File: src/rtl/mem_access_unit_if.sv
// CPU-side request/response bundle for mem_access_unit.
// master = requester (execute stage), slave = mem_access_unit.
interface mem_access_unit_if #(
  parameter int RAM_AW = 8
) ();
  logic              req_valid;
  logic              req_ready;
  logic              req_we;
  logic [1:0]        req_size;
  logic              req_sign;
  logic [RAM_AW+1:0] req_addr;
  logic [31:0]       req_wdata;
  logic              resp_valid;
  logic [31:0]       resp_rdata;
  logic              resp_err;

  modport master (
    output req_valid, req_we, req_size, req_sign, req_addr, req_wdata,
    input  req_ready, resp_valid, resp_rdata, resp_err
  );

  modport slave (
    input  req_valid, req_we, req_size, req_sign, req_addr, req_wdata,
    output req_ready, resp_valid, resp_rdata, resp_err
  );
endinterface

File: src/rtl/mem_access_unit.sv
// Byte-addressed load/store front end for a word-only synchronous RAM.
// Latency: err 1, word store 2, load 3, sub-word store (RMW) 4 cycles; one request in flight, no resp back-pressure.
module mem_access_unit #(
  parameter int   RAM_AW    = 8,
  parameter int   DW        = 32,
  parameter logic RAM_READ  = 1'b0,
  parameter logic RAM_WRITE = 1'b1
) (
  input  logic              clk,
  input  logic              reset,
  mem_access_unit_if.slave  bus,
  output logic              o_ram_en,
  output logic              o_ram_wr,
  output logic [RAM_AW-1:0] o_ram_addr,
  output logic [DW-1:0]     o_ram_din,
  input  logic [DW-1:0]     i_ram_dout
);

  typedef enum logic [2:0] {
    S_IDLE,
    S_RD_ISSUE,
    S_RD_WAIT,
    S_WR_ISSUE,
    S_RESP
  } state_t;

  state_t            r_state;
  logic              r_we;
  logic [1:0]        r_size;
  logic              r_sign;
  logic [1:0]        r_off;
  logic [15:0]       r_wdata;
  logic              r_ram_en;
  logic              r_ram_wr;
  logic [RAM_AW-1:0] r_ram_addr;
  logic [DW-1:0]     r_ram_din;
  logic              r_resp_valid;
  logic [DW-1:0]     r_resp_rdata;
  logic              r_resp_err;

  logic              w_err;
  logic [7:0]        w_byte;
  logic [15:0]       w_half;
  logic [DW-1:0]     w_load;
  logic [DW-1:0]     w_merged;

  assign w_err = (bus.req_size == 2'd3) ||
                 (bus.req_size == 2'd1 && bus.req_addr[0]) ||
                 (bus.req_size == 2'd2 && bus.req_addr[1:0] != 2'd0);

  // Lane extraction for loads and lane replacement for RMW stores share the captured offset.
  always_comb begin
    w_byte   = 8'(i_ram_dout >> {r_off, 3'b000});
    w_half   = r_off[1] ? i_ram_dout[31:16] : i_ram_dout[15:0];
    w_load   = i_ram_dout;
    w_merged = i_ram_dout;
    case (r_size)
      2'd0: begin
        w_load = {{24{r_sign & w_byte[7]}}, w_byte};
        w_merged[{r_off, 3'b000} +: 8] = r_wdata[7:0];
      end
      2'd1: begin
        w_load = {{16{r_sign & w_half[15]}}, w_half};
        w_merged[{r_off[1], 4'b0000} +: 16] = r_wdata;
      end
      default: ;
    endcase
  end

  always_ff @(posedge clk or negedge reset) begin
    if (!reset) begin
      r_state      <= S_IDLE;
      r_we         <= 1'b0;
      r_size       <= 2'd0;
      r_sign       <= 1'b0;
      r_off        <= 2'd0;
      r_wdata      <= '0;
      r_ram_en     <= 1'b0;
      r_ram_wr     <= RAM_READ;
      r_ram_addr   <= '0;
      r_ram_din    <= '0;
      r_resp_valid <= 1'b0;
      r_resp_rdata <= '0;
      r_resp_err   <= 1'b0;
    end else begin
      r_ram_en     <= 1'b0;
      r_resp_valid <= 1'b0;
      r_resp_err   <= 1'b0;
      r_resp_rdata <= '0;
      case (r_state)
        S_IDLE: begin
          if (bus.req_valid) begin
            r_we       <= bus.req_we;
            r_size     <= bus.req_size;
            r_sign     <= bus.req_sign;
            r_off      <= bus.req_addr[1:0];
            r_wdata    <= bus.req_wdata[15:0];
            r_ram_addr <= bus.req_addr[RAM_AW+1:2];
            if (w_err) begin
              r_resp_valid <= 1'b1;
              r_resp_err   <= 1'b1;
              r_state      <= S_RESP;
            end else if (bus.req_we && bus.req_size == 2'd2) begin
              r_ram_en  <= 1'b1;
              r_ram_wr  <= RAM_WRITE;
              r_ram_din <= bus.req_wdata;
              r_state   <= S_WR_ISSUE;
            end else begin
              r_ram_en <= 1'b1;
              r_ram_wr <= RAM_READ;
              r_state  <= S_RD_ISSUE;
            end
          end
        end
        S_RD_ISSUE: r_state <= S_RD_WAIT;
        S_RD_WAIT: begin
          if (r_we) begin
            r_ram_din <= w_merged;
            r_ram_en  <= 1'b1;
            r_ram_wr  <= RAM_WRITE;
            r_state   <= S_WR_ISSUE;
          end else begin
            r_resp_valid <= 1'b1;
            r_resp_rdata <= w_load;
            r_state      <= S_RESP;
          end
        end
        S_WR_ISSUE: begin
          r_ram_wr     <= RAM_READ;
          r_resp_valid <= 1'b1;
          r_state      <= S_RESP;
        end
        S_RESP:  r_state <= S_IDLE;
        default: r_state <= S_IDLE;
      endcase
    end
  end

  assign bus.req_ready  = (r_state == S_IDLE) && reset;
  assign bus.resp_valid = r_resp_valid;
  assign bus.resp_rdata = r_resp_rdata;
  assign bus.resp_err   = r_resp_err;
  assign o_ram_en       = r_ram_en;
  assign o_ram_wr       = r_ram_wr;
  assign o_ram_addr     = r_ram_addr;
  assign o_ram_din      = r_ram_din;

endmodule

File: src/flat_wrapper.sv
// flat-port wrapper written by rule: the top's interface ports become plain ports
module mem_access_unit_flat 
#(
  parameter int   RAM_AW    = 8,
  parameter int   DW        = 32,
  parameter logic RAM_READ  = 1'b0,
  parameter logic RAM_WRITE = 1'b1
)
  (clk, reset, o_ram_en, o_ram_wr, o_ram_addr, o_ram_din, i_ram_dout, bus_req_valid, bus_req_we, bus_req_size, bus_req_sign, bus_req_addr, bus_req_wdata, bus_req_ready, bus_resp_valid, bus_resp_rdata, bus_resp_err);
  mem_access_unit_if #(.RAM_AW(RAM_AW)) bus_i ();
  input  logic clk;
  input  logic reset;
  output logic o_ram_en;
  output logic o_ram_wr;
  output logic [RAM_AW-1:0] o_ram_addr;
  output logic [DW-1:0] o_ram_din;
  input  logic [DW-1:0] i_ram_dout;
  input wire logic [$bits(bus_i.req_valid)-1:0] bus_req_valid;
  input wire logic [$bits(bus_i.req_we)-1:0] bus_req_we;
  input wire logic [$bits(bus_i.req_size)-1:0] bus_req_size;
  input wire logic [$bits(bus_i.req_sign)-1:0] bus_req_sign;
  input wire logic [$bits(bus_i.req_addr)-1:0] bus_req_addr;
  input wire logic [$bits(bus_i.req_wdata)-1:0] bus_req_wdata;
  output wire logic [$bits(bus_i.req_ready)-1:0] bus_req_ready;
  output wire logic [$bits(bus_i.resp_valid)-1:0] bus_resp_valid;
  output wire logic [$bits(bus_i.resp_rdata)-1:0] bus_resp_rdata;
  output wire logic [$bits(bus_i.resp_err)-1:0] bus_resp_err;
  assign bus_i.req_valid = bus_req_valid;
  assign bus_i.req_we = bus_req_we;
  assign bus_i.req_size = bus_req_size;
  assign bus_i.req_sign = bus_req_sign;
  assign bus_i.req_addr = bus_req_addr;
  assign bus_i.req_wdata = bus_req_wdata;
  assign bus_req_ready = bus_i.req_ready;
  assign bus_resp_valid = bus_i.resp_valid;
  assign bus_resp_rdata = bus_i.resp_rdata;
  assign bus_resp_err = bus_i.resp_err;
  mem_access_unit #(.RAM_AW(RAM_AW), .DW(DW), .RAM_READ(RAM_READ), .RAM_WRITE(RAM_WRITE)) u_core (.clk(clk), .reset(reset), .bus(bus_i), .o_ram_en(o_ram_en), .o_ram_wr(o_ram_wr), .o_ram_addr(o_ram_addr), .o_ram_din(o_ram_din), .i_ram_dout(i_ram_dout));
endmodule
File: config.mk
export PLATFORM = sky130hd
export DESIGN_NAME = mem_access_unit_flat
export DESIGN_NICKNAME = d
export VERILOG_FILES = /design/src/rtl/mem_access_unit_if.sv /design/src/rtl/mem_access_unit.sv /design/src/flat_wrapper.sv
export SDC_FILE = /design/constraint.sdc
export NUM_CORES = 1
export LEC_CHECK = 0
export ABC_CLOCK_PERIOD_IN_PS = 2610
export CORE_MARGIN = 3
export CORE_UTILIZATION = 30
export CTS_CLUSTER_SIZE = 16
export DETAILED_ROUTE_END_ITERATION = 10
export GPL_TIMING_DRIVEN = 0
export PLACE_DENSITY = 0.62
export SYNTH_ARGS = -nofsm -noshare
export SYNTH_HDL_FRONTEND = slang
export SYNTH_SLANG_ARGS = --single-unit
File: constraint.sdc
create_clock -name clk -period 2.61 [get_ports clk]
set_input_delay 0.522 -clock clk [delete_from_list [all_inputs] [get_ports clk]]
set_output_delay 0.522 -clock clk [all_outputs]
set_load 0.05 [all_outputs]
# Word level (Yosys, flattened, before mapping)
# Index checks and enable logic that the tools add are counted.
[word_totals]
inputBits = 81
mem_bits_rw = 0
memories = 0
ff_bits = 101
latchBits = 0
romBits = 0
[classes]
shift = 5
n_bitwise = 2
order_cmp = 0
add_sub_neg = 2
multipliers = 0
mux = 31
eq_ne = 11
div = 0
reduce_logical = 14
[op_table]
columns = ["operator", "count"]
rows = [
  ["two-way mux 32 bit", 6],
  ["case mux 32 bit (2 select lines)", 3],
  ["bitwise mux 32 bit", 2],
  ["variable shift 16 x 7 -> 32 bit, first input constant", 1],
  ["variable shift 8 x 7 -> 32 bit, first input constant", 1],
  ["variable part select 16 x 7 -> 32 bit", 1],
  ["variable part select 8 x 7 -> 32 bit", 1],
  ["right shift 32 x 5 -> 8 bit", 1],
  ["two-way mux 16 bit", 1],
  ["negator 5 -> 7 bit", 2],
  ["case mux 3 bit (4 select lines)", 1],
  ["two-way mux 1 bit", 11],
  ["two-way mux 3 bit", 3],
  ["== test 3 x 2 -> 1 bit, second input constant", 2],
  ["case mux 1 bit (3 select lines)", 2],
  ["AND reduction 5 bit", 1],
  ["== test 2 x 1 -> 1 bit, second input constant", 2],
  ["== test 2 bit, second input constant", 2],
  ["logical AND 1 bit", 4],
  ["!= test 2 x 1 -> 1 bit, second input constant", 2],
  ["!= test 2 bit, second input constant", 2],
  ["AND reduction 4 bit", 1],
  ["nonzero test 2 bit", 2],
  ["== test 3 x 1 -> 1 bit, second input constant", 1],
  ["8 further kinds", 10],
]

# Logic depth before layout (Yosys ltp)
[logic_depth]
word_depth = 7
mapped_depth = 8

# Worst setup path before layout
# No wires, ideal clock.
[synth_timing]
kind = "register to register"
start = "register u_core.r_off[0]"
end = "register u_core.r_ram_din[0], in the netlist u_core.o_ram_din[0]"
t_required_ps = 2483
stages_incl_launch_ff = 9
arrival_time_ps = 1985
path_slack_ps = 498
setup_ps = 127
n_path_buf = 1
period_less_slack_ps = 2112
cell_sequence = "dfrtp_1 > buf_2 > inv_1 > ha_1 > nand2b_1 > a21o_1 > mux2_2 > a221oi_1 > nor2_1"
[synth_between]
elab_chain_cells = 6
elab_cells_between_ends = 7
[synth_rtl]
columns = ["element", "line", "source"]
rows = [
  ["start, declared", "mem_access_unit.sv:31", "logic [1:0] r_off;"],
  ["start signal, assigned", "mem_access_unit.sv:96", "r_off <= bus.req_addr[1:0];"],
  ["negator 5 -> 7 bit (*)", "mem_access_unit.sv:60", "w_merged[{r_off, 3'b000} +: 8] = r_wdata[7:0];"],
  ["variable part select 8 x 7 -> 32 bit or variable shift 8 x 7 -> 32 bit (tied branches)", "mem_access_unit.sv:60", ""],
  ["bitwise mux 32 bit (*)", "mem_access_unit.sv:60", ""],
  ["case mux 32 bit (2 select lines) (*)", "mem_access_unit.sv:57", "case (r_size)"],
  ["two-way mux 32 bit (*)", "mem_access_unit.sv:117", "if (r_we) begin"],
  ["case mux 32 bit (2 select lines) (*)", "mem_access_unit.sv:90", "case (r_state)"],
  ["end signal, assigned", "mem_access_unit.sv:106", "r_ram_din <= bus.req_wdata;"],
  ["end signal, assigned", "mem_access_unit.sv:118", "r_ram_din <= w_merged;"],
  ["end, declared", "mem_access_unit.sv:36", "logic [DW-1:0] r_ram_din;"],
]
# Every way passes the cells marked *; elsewhere a longest branch is shown, timed or not. The select of a mux whose other input is x is not followed.
# A chain may end at the register's enable or synchronous reset.

# Final worst setup path
[layout_timing]
start = "input port reset"
end = "output port bus_req_ready"
[layout_between]
elab_chain_cells = 1
[layout_rtl]
columns = ["element", "line", "source"]
rows = [
  ["start, declared", "flat_wrapper.sv:12", "input logic reset;"],
  ["logical AND 1 bit", "mem_access_unit.sv:139", "assign bus.req_ready = (r_state == S_IDLE) && reset;"],
  ["end, declared", "flat_wrapper.sv:24", "output wire logic [$bits(bus_i.req_ready)-1:0] bus_req_ready;"],
]
# Every way passes these cells.

==> metrics.cfg <==
[status]
outcome=finished, final reports clean

[synthesis]
syn_area_um2=5070
avgSynthCellArea_um2=9.43
synth_compound_area_share_pct=23.7
synth_area_leaders=dfrtp_1 50%, nand2_1 9.8%, o21ai_0 6.1%, a221oi_1 4.1%, mux4_2 3.6%
syn_nets=624
synth_top_family_by_area=compound AO/OA/AOI/OAI gates
yosysWarningCount=0
synth_top_area_cell=dfrtp_1
synth_xor_area_share_pct=0
synth_top_area_share_pct=49.8
synth_cells=538
synthSimpleGateAreaFrac_pct=15.9
yosysSeqAreaShare_pct=49.8
synth_cell_types=41
ys_seq_elements=101
synth_fa_ha_area_share_pct=1.23
synth_mux_area_share_pct=4.42

[die]
chipHeight_um=136
core-area_um2=16200
initial_core_util_pct=31.2
dieArea_um2=18500
rows=46
boundaryPins=158
die_width_um=136

[place]
hpwl_um=14400
dp_slack_ps=-290
globalplace.congestion=0.878
portBuffers=157
place_area_um2=6940

[route]
dr.pass1.iters=5
ant_nets=0
wl_um=18400
vias_per_cell=5.30
routedWlPerCell_um=19.8
route.detailed.drc=0
drt_iter0_markers=453
vias=4921

[sta]
slew_headroom_pct=60.0
finalClockSkew_ps=6.68
tightest_slew_ps=585
fin_crit_ps=2440
slew_violations=0
final-hold-violation-count=0
fin_crit_sh_pct=93.6
setup_viol=0
rsz0062_at_grt=no
fin_ws_ps=166
fmax_mhz=409

[clocking]
clock_path_buffers=2
clock_latency_ps=360
cts-root-buf=clkbuf_16
cts_tree=done
ctsHoldBuffers=0
cts_setup_buffers=0
htree_levels=3
cts_made_buffers=9
clk_pin_slew_worst_paths_ps=70
cts_sinks=101

[layout]
regArea_um2=2530
finalNetCount=793
final_area_um2=7230
drive_gt1_share_pct=7.87
area_delta_synth_final_pct=42.5
antennaDiodeCount=0
multi_input_area_um2=2300
fin_util_pct=44.5
fill_cells=1589

[power]
leakagePower_nw=3.25
ir_worst_vdd_mv=0.582
powerDensity_nw_per_um2=1170

[setup_path]
critPathLaunchType=input pin
cp.arrival_ps=1920
cp.required_ps=2090
endpoint_kind=output port
critPathMaxFanout=61
crit_type=in -> out

[grt]
antenna_found_initial=0
grt_max_degree=62
grt_pass1_vias=4897
grt_overflow_total=0
grt_first_pass_wirelength_um=27900
track_usage_pct=19.9

[run]
max-cap-violations=0

[hold_path]
hp-class=in -> async

-- cell usage after synthesis --
| library cell | count |
|---|---|
| and2_1 | 6 |
| and4b_1 | 1 |
| buf_6 | 2 |
| nor3_1 | 2 |
| a2111oi_4 | 1 |
| nand2_1 | 132 |
| mux4_2 | 8 |
| nand2b_2 | 1 |
| buf_2 | 15 |
| mux2_2 | 3 |
| a221oi_1 | 24 |
| and4_1 | 1 |
| o22ai_1 | 8 |
| nor3_4 | 1 |
| nor2_1 | 21 |
| dfrtp_1 | 101 |
| a31oi_1 | 1 |
| nor2b_1 | 9 |
| a2111oi_0 | 8 |
| a22o_1 | 2 |
| nand2b_1 | 7 |
| inv_1 | 13 |
| buf_1 | 3 |
| or3_1 | 2 |
| o31ai_1 | 2 |
| a32oi_2 | 1 |
| a21o_1 | 20 |
| mux2i_1 | 1 |
| a32o_1 | 1 |
| ha_1 | 5 |
| a211oi_1 | 2 |
| o21ai_0 | 62 |
| a41o_1 | 1 |
| a21oi_1 | 20 |
| clkbuf_2 | 1 |
| or2_2 | 4 |
| inv_2 | 1 |
| clkbuf_1 | 21 |
| o21ai_1 | 7 |
| a221o_1 | 16 |
| nand3_1 | 1 |
-- flip-flops by register name, summed over array words and instances, names as in the netlist --
name,cells
u_core.r_wdata,16
u_core.r_sign,1
u_core.o_ram_addr,8
u_core.r_state,3
u_core.r_size,2
u_core.o_ram_din,32
u_core.o_ram_en,1
u_core.bus.resp_rdata,32
u_core.o_ram_wr,1
u_core.bus.resp_valid,1
u_core.r_we,1
u_core.r_off,2
u_core.bus.resp_err,1
-- where the power goes --
group / switching [mW] / internal [mW]
sequential: 0.419 / 2.13
combinational: 3.10 / 1.56
clock: 0.599 / 0.675
-- final timing paths --
check                                     startpoint                   end  slack [ps]  cells past startpoint
worst min-delay path                           reset    u_core.r_wdata[14]          70                      1
worst max-delay path                           reset         bus_req_ready         170                      4
worst min register to register  u_core.o_ram_addr[0]  u_core.o_ram_addr[0]         480                      2
min in group clk                u_core.o_ram_addr[0]  u_core.o_ram_addr[0]         480                      2
worst max register to register       u_core.r_off[0]   u_core.o_ram_din[3]         190                      8
max in group asynchronous                      reset  u_core.o_ram_addr[2]        1910                      2
-- timing repair --
item | in CTS | in global routing
endpoints found under the setup margin | 1 | 9
gates resized for setup | 2 | 3
hold endpoints to repair | 0 | 0
gates cloned | 0 | 0
-- worst max-delay path, stage by stage --
cell and delay (ps):
buf_6 320, buf_16 330, and2_1 180, dlygate4sd2_1 530
-- placed cells by master (no fill, tap or decap), drive strengths merged, types with 2 or more instances in the layout --
master,count
ha,5
dfrtp,101
o31ai,2
clkinv,5
nand2,132
nor3,3
nor2b,9
a221o,16
a221oi,24
a21oi,20
buf,22
o22ai,8
inv,14
a22o,2
a21o,20
o21ai,69
nand2b,8
a211oi,2
clkdlybuf4s50,155
or2,4
and2,6
or3,2
nor2,21
a2111oi,9
clkbuf,33
mux2,3
mux4,8
-- kinds of logic after synthesis --
kind of cell               count (synthesis)
buffers and inverters                     56
muxes                                     12
DFF                                      101
AOI/OAI and AO/OA                        176
adders and majority gates                  5
and+or+nand+nor                          188
-- area by class of cell --
class / count / share of cell area, %
Inverter: 14 / 0.727
Clock inverter: 5 / 0.502
Clock buffer: 11 / 3.36
Tap cell: 216 / 3.74
Multi-Input combinational cell: 381 / 31.9
Timing Repair Buffer: 158 / 22.1
Sequential cell: 101 / 35.0
Buffer: 42 / 2.70
-- through the flow --
step	instances	power, mW	setup TNS [ps]	hold WS [ps]
2_1_floorplan	538	5.53	0	226
3_3_place_gp	911	7.12	-278750	458
3_5_place_dp	912	7.21	-290	469
4_1_cts	928	8.50	0	78.2
5_1_grt	928	8.97	0	99.4
6_report	928	8.48	0	67.5
-- routing by layer --
layer	share of wire [%]	track usage (%)
met1	44	26.8
met2	45	31.3
met3	8.1	4.70
met4	2.1	7.00
met5	0	0
Power figures use the tool's default switching activity.
